--- config.mk ---
export PLATFORM = sky130hd
export DESIGN_NAME = midi_source_arbiter
export DESIGN_NICKNAME = d
export VERILOG_FILES = /design/src/rtl/synth_midi_pkg.sv /design/src/rtl/midi_entry_fifo.sv /design/src/rtl/midi_source_arbiter.sv
export SDC_FILE = /design/constraint.sdc
export NUM_CORES = 1
export LEC_CHECK = 0
export ABC_AREA = 1
export CORE_ASPECT_RATIO = 0.7
export CORE_MARGIN = 5
export CORE_UTILIZATION = 55
export DETAILED_ROUTE_END_ITERATION = 16
export PLACE_DENSITY = 0.71
export SYNTH_ARGS = -nofsm -noshare
export SYNTH_HDL_FRONTEND = slang
export SYNTH_SLANG_ARGS = --single-unit
export TNS_END_PERCENT = 10
--- constraint.sdc ---
create_clock -name CLOCK_50 -period 4.3 [get_ports CLOCK_50]
set_clock_uncertainty 0.15 [all_clocks]
set_input_delay 0.43 -clock CLOCK_50 [delete_from_list [all_inputs] [get_ports CLOCK_50]]
set_output_delay 0.43 -clock CLOCK_50 [all_outputs]
set_load 0.03 [all_outputs]
--- src/rtl/synth_midi_pkg.sv ---
// Shared types for the MIDI source arbiter: buffered entry payload, FSM states and
// the end-of-message test applied to each popped entry.
package synth_midi_pkg;

  typedef struct packed {
    logic [7:0] status;
    logic [7:0] nr;
    logic [7:0] data;
  } midi_entry_t;

  typedef enum logic [1:0] {
    IDLE,
    OWN,
    EMIT,
    GAP
  } arb_state_t;

  // True when this entry is the last byte of its MIDI message.
  function automatic logic is_eom(input midi_entry_t e);
    logic eom;
    eom = 1'b1;
    case (e.status[7:4])
      4'h8, 4'h9, 4'hA, 4'hB, 4'hE: eom = (e.nr == 8'd2);
      4'hC, 4'hD:                   eom = (e.nr == 8'd1);
      4'hF: begin
        if (e.status == 8'hF0)    eom = (e.data == 8'hF7);
        else if (e.status[3])     eom = 1'b1;
        else                      eom = (e.nr == 8'd0);
      end
      default:                      eom = 1'b1;
    endcase
    return eom;
  endfunction

endpackage

--- src/rtl/midi_entry_fifo.sv ---
// Synchronous show-ahead FIFO of midi_entry_t; writes while full and reads while
// empty are ignored.
module midi_entry_fifo
  import synth_midi_pkg::*;
#(
  parameter int unsigned AW = 4
) (
  input  logic        clk_i,
  input  logic        rst_ni,
  input  logic        wr_en_i,
  input  midi_entry_t wr_data_i,
  input  logic        rd_en_i,
  output midi_entry_t rd_data_c_o,
  output logic        full_c_o,
  output logic        empty_c_o
);

  localparam int unsigned DEPTH = 1 << AW;
  localparam int unsigned PTR_W = AW + 1;

  logic [PTR_W-1:0] wr_ptr_q, wr_ptr_d;
  logic [PTR_W-1:0] rd_ptr_q, rd_ptr_d;
  midi_entry_t      mem_q [DEPTH];
  logic             wr_ok;
  logic             rd_ok;

  // Extra pointer bit separates the full and empty cases when the indices match.
  assign empty_c_o = (wr_ptr_q == rd_ptr_q);
  assign full_c_o  = (wr_ptr_q[AW] != rd_ptr_q[AW]) &&
                     (wr_ptr_q[AW-1:0] == rd_ptr_q[AW-1:0]);
  assign wr_ok     = wr_en_i & ~full_c_o;
  assign rd_ok     = rd_en_i & ~empty_c_o;
  assign rd_data_c_o = mem_q[rd_ptr_q[AW-1:0]];

  always_comb begin
    wr_ptr_d = wr_ptr_q;
    rd_ptr_d = rd_ptr_q;
    if (wr_ok) wr_ptr_d = wr_ptr_q + PTR_W'(1);
    if (rd_ok) rd_ptr_d = rd_ptr_q + PTR_W'(1);
  end

  always_ff @(posedge clk_i or negedge rst_ni) begin
    if (!rst_ni) begin
      wr_ptr_q <= '0;
      rd_ptr_q <= '0;
    end else begin
      wr_ptr_q <= wr_ptr_d;
      rd_ptr_q <= rd_ptr_d;
    end
  end

  always_ff @(posedge clk_i) begin
    if (wr_ok) mem_q[wr_ptr_q[AW-1:0]] <= wr_data_i;
  end

endmodule

--- src/rtl/midi_source_arbiter.sv ---
// Merges the UART and CPU-port MIDI byte streams into one strobe stream, granting one
// source at a time and holding the grant until that source's message ends.
module midi_source_arbiter
  import synth_midi_pkg::*;
#(
  parameter int unsigned FIFO_AW  = 4,
  parameter int unsigned OUT_GAP  = 4,
  parameter int unsigned LOCK_TMO = 100000
) (
  input  logic       CLOCK_50,
  input  logic       reset_reg_N,
  input  logic       byteready_u,
  input  logic [7:0] cur_status_u,
  input  logic [7:0] midibyte_nr_u,
  input  logic [7:0] midi_in_data_u,
  input  logic       byteready_c,
  input  logic [7:0] cur_status_c,
  input  logic [7:0] midibyte_nr_c,
  input  logic [7:0] midi_in_data_c,
  output logic       byteready,
  output logic [7:0] cur_status,
  output logic [7:0] midibyte_nr,
  output logic [7:0] midi_in_data,
  output logic       owner,
  output logic       ovf_u,
  output logic       ovf_c,
  output logic       lock_tmo
);

  localparam int unsigned CNT_W = $clog2(OUT_GAP + 2);
  localparam int unsigned TMO_W = $clog2(LOCK_TMO + 1);

  // Input sampling and rising-edge detection.
  logic        br_u_q, br_u_prev_q, br_c_q, br_c_prev_q;
  midi_entry_t ent_u_q, ent_c_q;
  logic        push_u, push_c;

  always_ff @(posedge CLOCK_50 or negedge reset_reg_N) begin
    if (!reset_reg_N) begin
      br_u_q      <= 1'b0;
      br_u_prev_q <= 1'b0;
      br_c_q      <= 1'b0;
      br_c_prev_q <= 1'b0;
      ent_u_q     <= '0;
      ent_c_q     <= '0;
    end else begin
      br_u_q      <= byteready_u;
      br_u_prev_q <= br_u_q;
      br_c_q      <= byteready_c;
      br_c_prev_q <= br_c_q;
      ent_u_q     <= {cur_status_u, midibyte_nr_u, midi_in_data_u};
      ent_c_q     <= {cur_status_c, midibyte_nr_c, midi_in_data_c};
    end
  end

  assign push_u = br_u_q & ~br_u_prev_q;
  assign push_c = br_c_q & ~br_c_prev_q;

  midi_entry_t head_u, head_c, head;
  logic        full_u, full_c, empty_u, empty_c;
  logic        pop_u, pop_c;

  midi_entry_fifo #(.AW(FIFO_AW)) u_fifo_uart (
    .clk_i       (CLOCK_50),
    .rst_ni      (reset_reg_N),
    .wr_en_i     (push_u),
    .wr_data_i   (ent_u_q),
    .rd_en_i     (pop_u),
    .rd_data_c_o (head_u),
    .full_c_o    (full_u),
    .empty_c_o   (empty_u)
  );

  midi_entry_fifo #(.AW(FIFO_AW)) u_fifo_cpu (
    .clk_i       (CLOCK_50),
    .rst_ni      (reset_reg_N),
    .wr_en_i     (push_c),
    .wr_data_i   (ent_c_q),
    .rd_en_i     (pop_c),
    .rd_data_c_o (head_c),
    .full_c_o    (full_c),
    .empty_c_o   (empty_c)
  );

  arb_state_t       state_q, state_d;
  logic             grant_q, grant_d;
  logic             last_owner_q, last_owner_d;
  logic             eom_q, eom_d;
  logic [CNT_W-1:0] cnt_q, cnt_d;
  logic [TMO_W-1:0] tmo_q, tmo_d;
  logic             byteready_q, byteready_d;
  midi_entry_t      out_q, out_d;
  logic             owner_q, owner_d;
  logic             lock_tmo_q, lock_tmo_d;
  logic             ovf_u_q, ovf_u_d, ovf_c_q, ovf_c_d;
  logic             own_empty;
  logic             pick;

  assign head      = grant_q ? head_c : head_u;
  assign own_empty = grant_q ? empty_c : empty_u;

  // Grant, strobe and gap sequencing plus the lock timeout.
  always_comb begin
    state_d      = state_q;
    grant_d      = grant_q;
    last_owner_d = last_owner_q;
    eom_d        = eom_q;
    cnt_d        = cnt_q;
    tmo_d        = '0;
    byteready_d  = byteready_q;
    out_d        = out_q;
    owner_d      = owner_q;
    lock_tmo_d   = 1'b0;
    pop_u        = 1'b0;
    pop_c        = 1'b0;
    pick         = ~last_owner_q;

    unique case (state_q)
      IDLE: begin
        if (!empty_u || !empty_c) begin
          if (empty_u)      pick = 1'b1;
          else if (empty_c) pick = 1'b0;
          grant_d      = pick;
          last_owner_d = pick;
          state_d      = OWN;
        end
      end
      OWN: begin
        if (!own_empty) begin
          pop_u       = ~grant_q;
          pop_c       = grant_q;
          out_d       = head;
          owner_d     = grant_q;
          eom_d       = is_eom(head);
          byteready_d = 1'b1;
          cnt_d       = '0;
          state_d     = EMIT;
        end else if (tmo_q == TMO_W'(LOCK_TMO - 1)) begin
          lock_tmo_d = 1'b1;
          state_d    = IDLE;
        end else begin
          tmo_d = (tmo_q == '1) ? tmo_q : tmo_q + TMO_W'(1);
        end
      end
      EMIT: begin
        if (cnt_q == CNT_W'(1)) begin
          byteready_d = 1'b0;
          cnt_d       = '0;
          state_d     = GAP;
        end else begin
          cnt_d = cnt_q + CNT_W'(1);
        end
      end
      GAP: begin
        if (cnt_q == CNT_W'(OUT_GAP - 1)) begin
          cnt_d   = '0;
          state_d = eom_q ? IDLE : OWN;
        end else begin
          cnt_d = cnt_q + CNT_W'(1);
        end
      end
      default: state_d = IDLE;
    endcase

    ovf_u_d = ovf_u_q | (push_u & full_u);
    ovf_c_d = ovf_c_q | (push_c & full_c);
  end

  always_ff @(posedge CLOCK_50 or negedge reset_reg_N) begin
    if (!reset_reg_N) begin
      state_q      <= IDLE;
      grant_q      <= 1'b0;
      last_owner_q <= 1'b1;
      eom_q        <= 1'b0;
      cnt_q        <= '0;
      tmo_q        <= '0;
      byteready_q  <= 1'b0;
      out_q        <= '0;
      owner_q      <= 1'b0;
      lock_tmo_q   <= 1'b0;
      ovf_u_q      <= 1'b0;
      ovf_c_q      <= 1'b0;
    end else begin
      state_q      <= state_d;
      grant_q      <= grant_d;
      last_owner_q <= last_owner_d;
      eom_q        <= eom_d;
      cnt_q        <= cnt_d;
      tmo_q        <= tmo_d;
      byteready_q  <= byteready_d;
      out_q        <= out_d;
      owner_q      <= owner_d;
      lock_tmo_q   <= lock_tmo_d;
      ovf_u_q      <= ovf_u_d;
      ovf_c_q      <= ovf_c_d;
    end
  end

  assign byteready    = byteready_q;
  assign cur_status   = out_q.status;
  assign midibyte_nr  = out_q.nr;
  assign midi_in_data = out_q.data;
  assign owner        = owner_q;
  assign ovf_u        = ovf_u_q;
  assign ovf_c        = ovf_c_q;
  assign lock_tmo     = lock_tmo_q;

endmodule
==> results_dict.tcl <==
set metrics [dict create \
    run_status "finished clean" \
    clk_root_buffer_cell "sky130_fd_sc_hd__clkbuf_16" \
    synth-xor-area-share_pct 0.820 \
    leading_cell_type_by_number_of_instances_after_synthesis "sky130_fd_sc_hd__nand2_1" \
    syn_inst 3230 \
    synth.largest_area_cell "sky130_fd_sc_hd__edfxtp_1" \
    dp.final_hpwl_microns 51900 \
    yosys.area_share.simple_pct 19.5 \
    count_of_distinct_cell_types_in_the_synthesized_netlist 40 \
    drtAntennaViolNets 0 \
    die-area_sq_mm 0.0713 \
    critical_path.endpoint_type "flip-flop" \
    via_count 24100 \
    synth-seq-cells 894 \
    min_period_over_period_pct 78.8 \
    grt_antenna_before_repair 2 \
    yosys.area_share.adder_pct 0.551 \
    worst_setup_hold_path_clk_slew_ns 0.07 \
    critPathBufInv 2 \
    cts_repair_resize_count 0 \
    die_width_microns 317 \
    grt_max_degree 178 \
    cap_viol_max_count 0 \
    numPlacedInstances 4099 \
    number_of_clock_buffers_inserted_by_tritoncts 84 \
    post-route-cell-area_sq_mm 0.0411 \
    io_pins 81 \
    final-hold-violation-count 0 \
    detailed_route_iter0_violations 3284 \
    rsz_0062_raised_after_global_routing "false" \
    crit_required_ns 4.66 \
    numClockSinks 894 \
    die_y_microns 225 \
    timing.critical_path.max_delay_family "simple AND/OR/NAND/NOR gates" \
    synth_compound_area_share_pct 3.26 \
    worst_path_max_delay_cell "sky130_fd_sc_hd__dfrtp_4" \
    largest_family_of_logic_cells_by_synthesized_area "simple AND/OR/NAND/NOR gates" \
    initial_util_pct 55.8 \
    syn_nets 3298 \
    ys_async_sr_fraction_pct 14.1 \
    cts_max_path_buffers 3 \
    transition_time_at_the_pin_with_the_least_slew_margin_ns 0.993 \
    viasPerCell 5.65 \
    placement_rows 78 \
    drt-wirelength-per-cell_microns 21.2 \
    max_slew_margin_pct 33.7 \
    drt_drc_violations_left 0 \
    worst_ep_arrival_time_ns 3.75 \
    final_layout_size_suffix_gt1_share_pct 7.28 \
    drt-total-wl_microns 90300 \
    synth_area_per_cell_sq_um 11.2 \
    timing.setup.tns_ns 0 \
    seq_area_frac_synth_pct 72.2 \
    static-leakage-power_nw 15.7 \
    post_layout_nonfiller_instances 4257 \
    ys_warn_count 0 \
    r2r_setup_slk_ns 0.91 \
    worst_skew_pair.late_latency_ns 0.64 \
    place.gp.congestion 0.885 \
    place_area_sq_mm 0.0383 \
    io_buffer_count 80 \
    cts_tree "done" \
    most_prevalent_standard_cell_on_the_critical_path "sky130_fd_sc_hd__nand2_1" \
    grt_usage_pct 25.3 \
    critical-path-max-stage-delay_ns 0.68 \
    critPathMaxFanout 62 \
    core_area_sq_mm 0.0651 \
    cts_htree_levels 3 \
    finalSetupViolCount 0 \
    grt_pass1_wl_microns 137000 \
    num_antenna_cells 0 \
    post-synth-top-area-fraction_pct 63.5 \
    ir_drop_worst_case_vdd_uv 520 \
    first_global_vias 22700 \
    post_cts_buffers 0 \
    synth-main-ff-cell "sky130_fd_sc_hd__edfxtp_1" \
    nNetsFinal 3374 \
    fmax_mhz 295 \
    layout.filler_cells 4936 \
    synth_edf_count 768 \
    power_per_cell_area_mw_per_mm2 653 \
    gr-total-overflow 0 \
    netlist_top_cells_count "sky130_fd_sc_hd__nand2_1, sky130_fd_sc_hd__edfxtp_1, sky130_fd_sc_hd__nor2_1, sky130_fd_sc_hd__nand3_1, sky130_fd_sc_hd__o21ai_0" \
    drt_first_pass_iters 6 \
    area_growth_syn_to_layout_pct 13.2 \
    post-route-util_pct 63.1 \
    crit_path_cell_trace "inv_4 -> buf_4 -> nand2_1 -> nand2_1 -> nand2_1 -> nand3_1 -> nand3_1 -> nand2_1 -> nand2_1 -> nand2_1 -> nor2_1 -> nand2_1 -> nand2_1 -> nand3_1 -> a21oi_1" \
    synth_cell_area_sq_mm 0.0363 \
    min_period_ns 3.39 \
    netlist_top_cells_area "sky130_fd_sc_hd__edfxtp_1, sky130_fd_sc_hd__nand2_1, sky130_fd_sc_hd__dfrtp_1" \
    timing.final.max_slew_violations 0 \
    hold_path.class "input port to flip-flop" \
    synth.area.mux_share_pct 0 \
    cp-start-kind "flip-flop" \
    timing_worst_setup_path_type "flip-flop to flip-flop" \
]
[through the flow]
stage / setup slack (ns) / hold WS, ns / total power [mW]
6_report: 0.913 / 0.0757 / 26.8
5_1_grt: 0.708 / 0.0486 / 28.3
4_1_cts: 0.988 / 0.0388 / 26.8
3_5_place_dp: 0.992 / 0.225 / 19.4
3_3_place_gp: 0.959 / 0.213 / 19.2
2_1_floorplan: 1.48 / -0.0156 / 16.4
[cells by family (layout without fill, tap and decap cells)]
kind of cell	after synthesis	count (layout)
AOI/OAI and AO/OA	230	230
and+or+nand+nor	1742	1742
adders and majority gates	16	16
xor gates and xnor gates	34	34
buffers and inverters	314	461
DFF	894	894
[routing by layer]
metal	vias to the layer above	track usage, %	wire length, microns
li1	11100	-	-
met1	11500	40.6	40100
met2	1276	35.1	37600
met3	155	6.11	10400
met4	2	6.50	2170
met5	-	0	13
[area by class of cell]
cell class,count,area (sq um),area share [%]
Sequential cell,894,26200,63.8
Multi-Input combinational cell,2022,8830,21.5
Clock buffer,118,2380,5.80
Timing Repair Buffer,151,1550,3.77
Tap cell,880,1100,2.68
Inverter,153,579,1.41
Clock inverter,39,422,1.03
[sequential cells by signal (all words and copies together) (netlist names), 3 cells and up, named ones only]
register / cells
cur_status: 8
tmo_q: 17
u_fifo_cpu.rd_ptr_q: 5
u_fifo_uart.rd_ptr_q: 5
u_fifo_uart.mem_q: 384
cnt_q: 3
midi_in_data: 8
ent_c_q: 24
midibyte_nr: 8
u_fifo_cpu.wr_ptr_q: 5
u_fifo_uart.wr_ptr_q: 5
ent_u_q: 24
u_fifo_cpu.mem_q: 384
[layout by cell type (no fill, tap or decap), types with 13 or more instances in the layout]
cell	count
sky130_fd_sc_hd__a21oi_1	58
sky130_fd_sc_hd__clkdlybuf4s50_1	79
sky130_fd_sc_hd__clkbuf_16	86
sky130_fd_sc_hd__edfxtp_1	768
sky130_fd_sc_hd__nand4_1	13
sky130_fd_sc_hd__xor2_1	26
sky130_fd_sc_hd__nor2_1	347
sky130_fd_sc_hd__inv_1	144
sky130_fd_sc_hd__ha_1	16
sky130_fd_sc_hd__nand3_1	340
sky130_fd_sc_hd__dfrtp_1	121
sky130_fd_sc_hd__clkinv_1	13
sky130_fd_sc_hd__nor2_2	31
sky130_fd_sc_hd__nand2_1	980
sky130_fd_sc_hd__o21ai_0	157
sky130_fd_sc_hd__buf_4	53
sky130_fd_sc_hd__clkbuf_1	21
sky130_fd_sc_hd__buf_12	17
[final timing paths]
kind,start,cells after the start,endpoint
max in group asynchronous,reset_reg_N,3,ent_u_q[21]$_DFF_PN0_
hold / removal,midibyte_nr_c[5],1,ent_c_q[13]$_DFF_PN0_
min in group asynchronous,reset_reg_N,2,ent_c_q[0]$_DFF_PN0_
setup / recovery,u_fifo_cpu.rd_ptr_q[0]$_DFFE_PN0P_,15,eom_q$_DFFE_PN0P_
hold reg to reg,br_c_q$_DFF_PN0_,0,br_c_prev_q$_DFF_PN0_
setup reg to reg,u_fifo_cpu.rd_ptr_q[0]$_DFFE_PN0P_,15,eom_q$_DFFE_PN0P_
[where the power goes]
part           internal, mW  leakage (nW)  switching [mW]
Combinational          2.52          5.83            6.08
Sequential             10.1          8.46           0.659
Clock                  4.27          1.37            3.22
[worst register-to-register path, delay by kind of cell, from the launching register on]
kind / cells / cell delay (ns)
DFF: 1 / 0.68
buffers and inverters: 2 / 1.04
AOI/OAI and AO/OA: 1 / 0.07
and+or+nand+nor: 12 / 1.35
[repair_timing]
action	4_1_cts	5_1_grt
setup endpoints to repair	0	0
hold buffers	1	0
hold endpoints to repair	52	0
No activity file was read; power rests on OpenSTA's default activity.
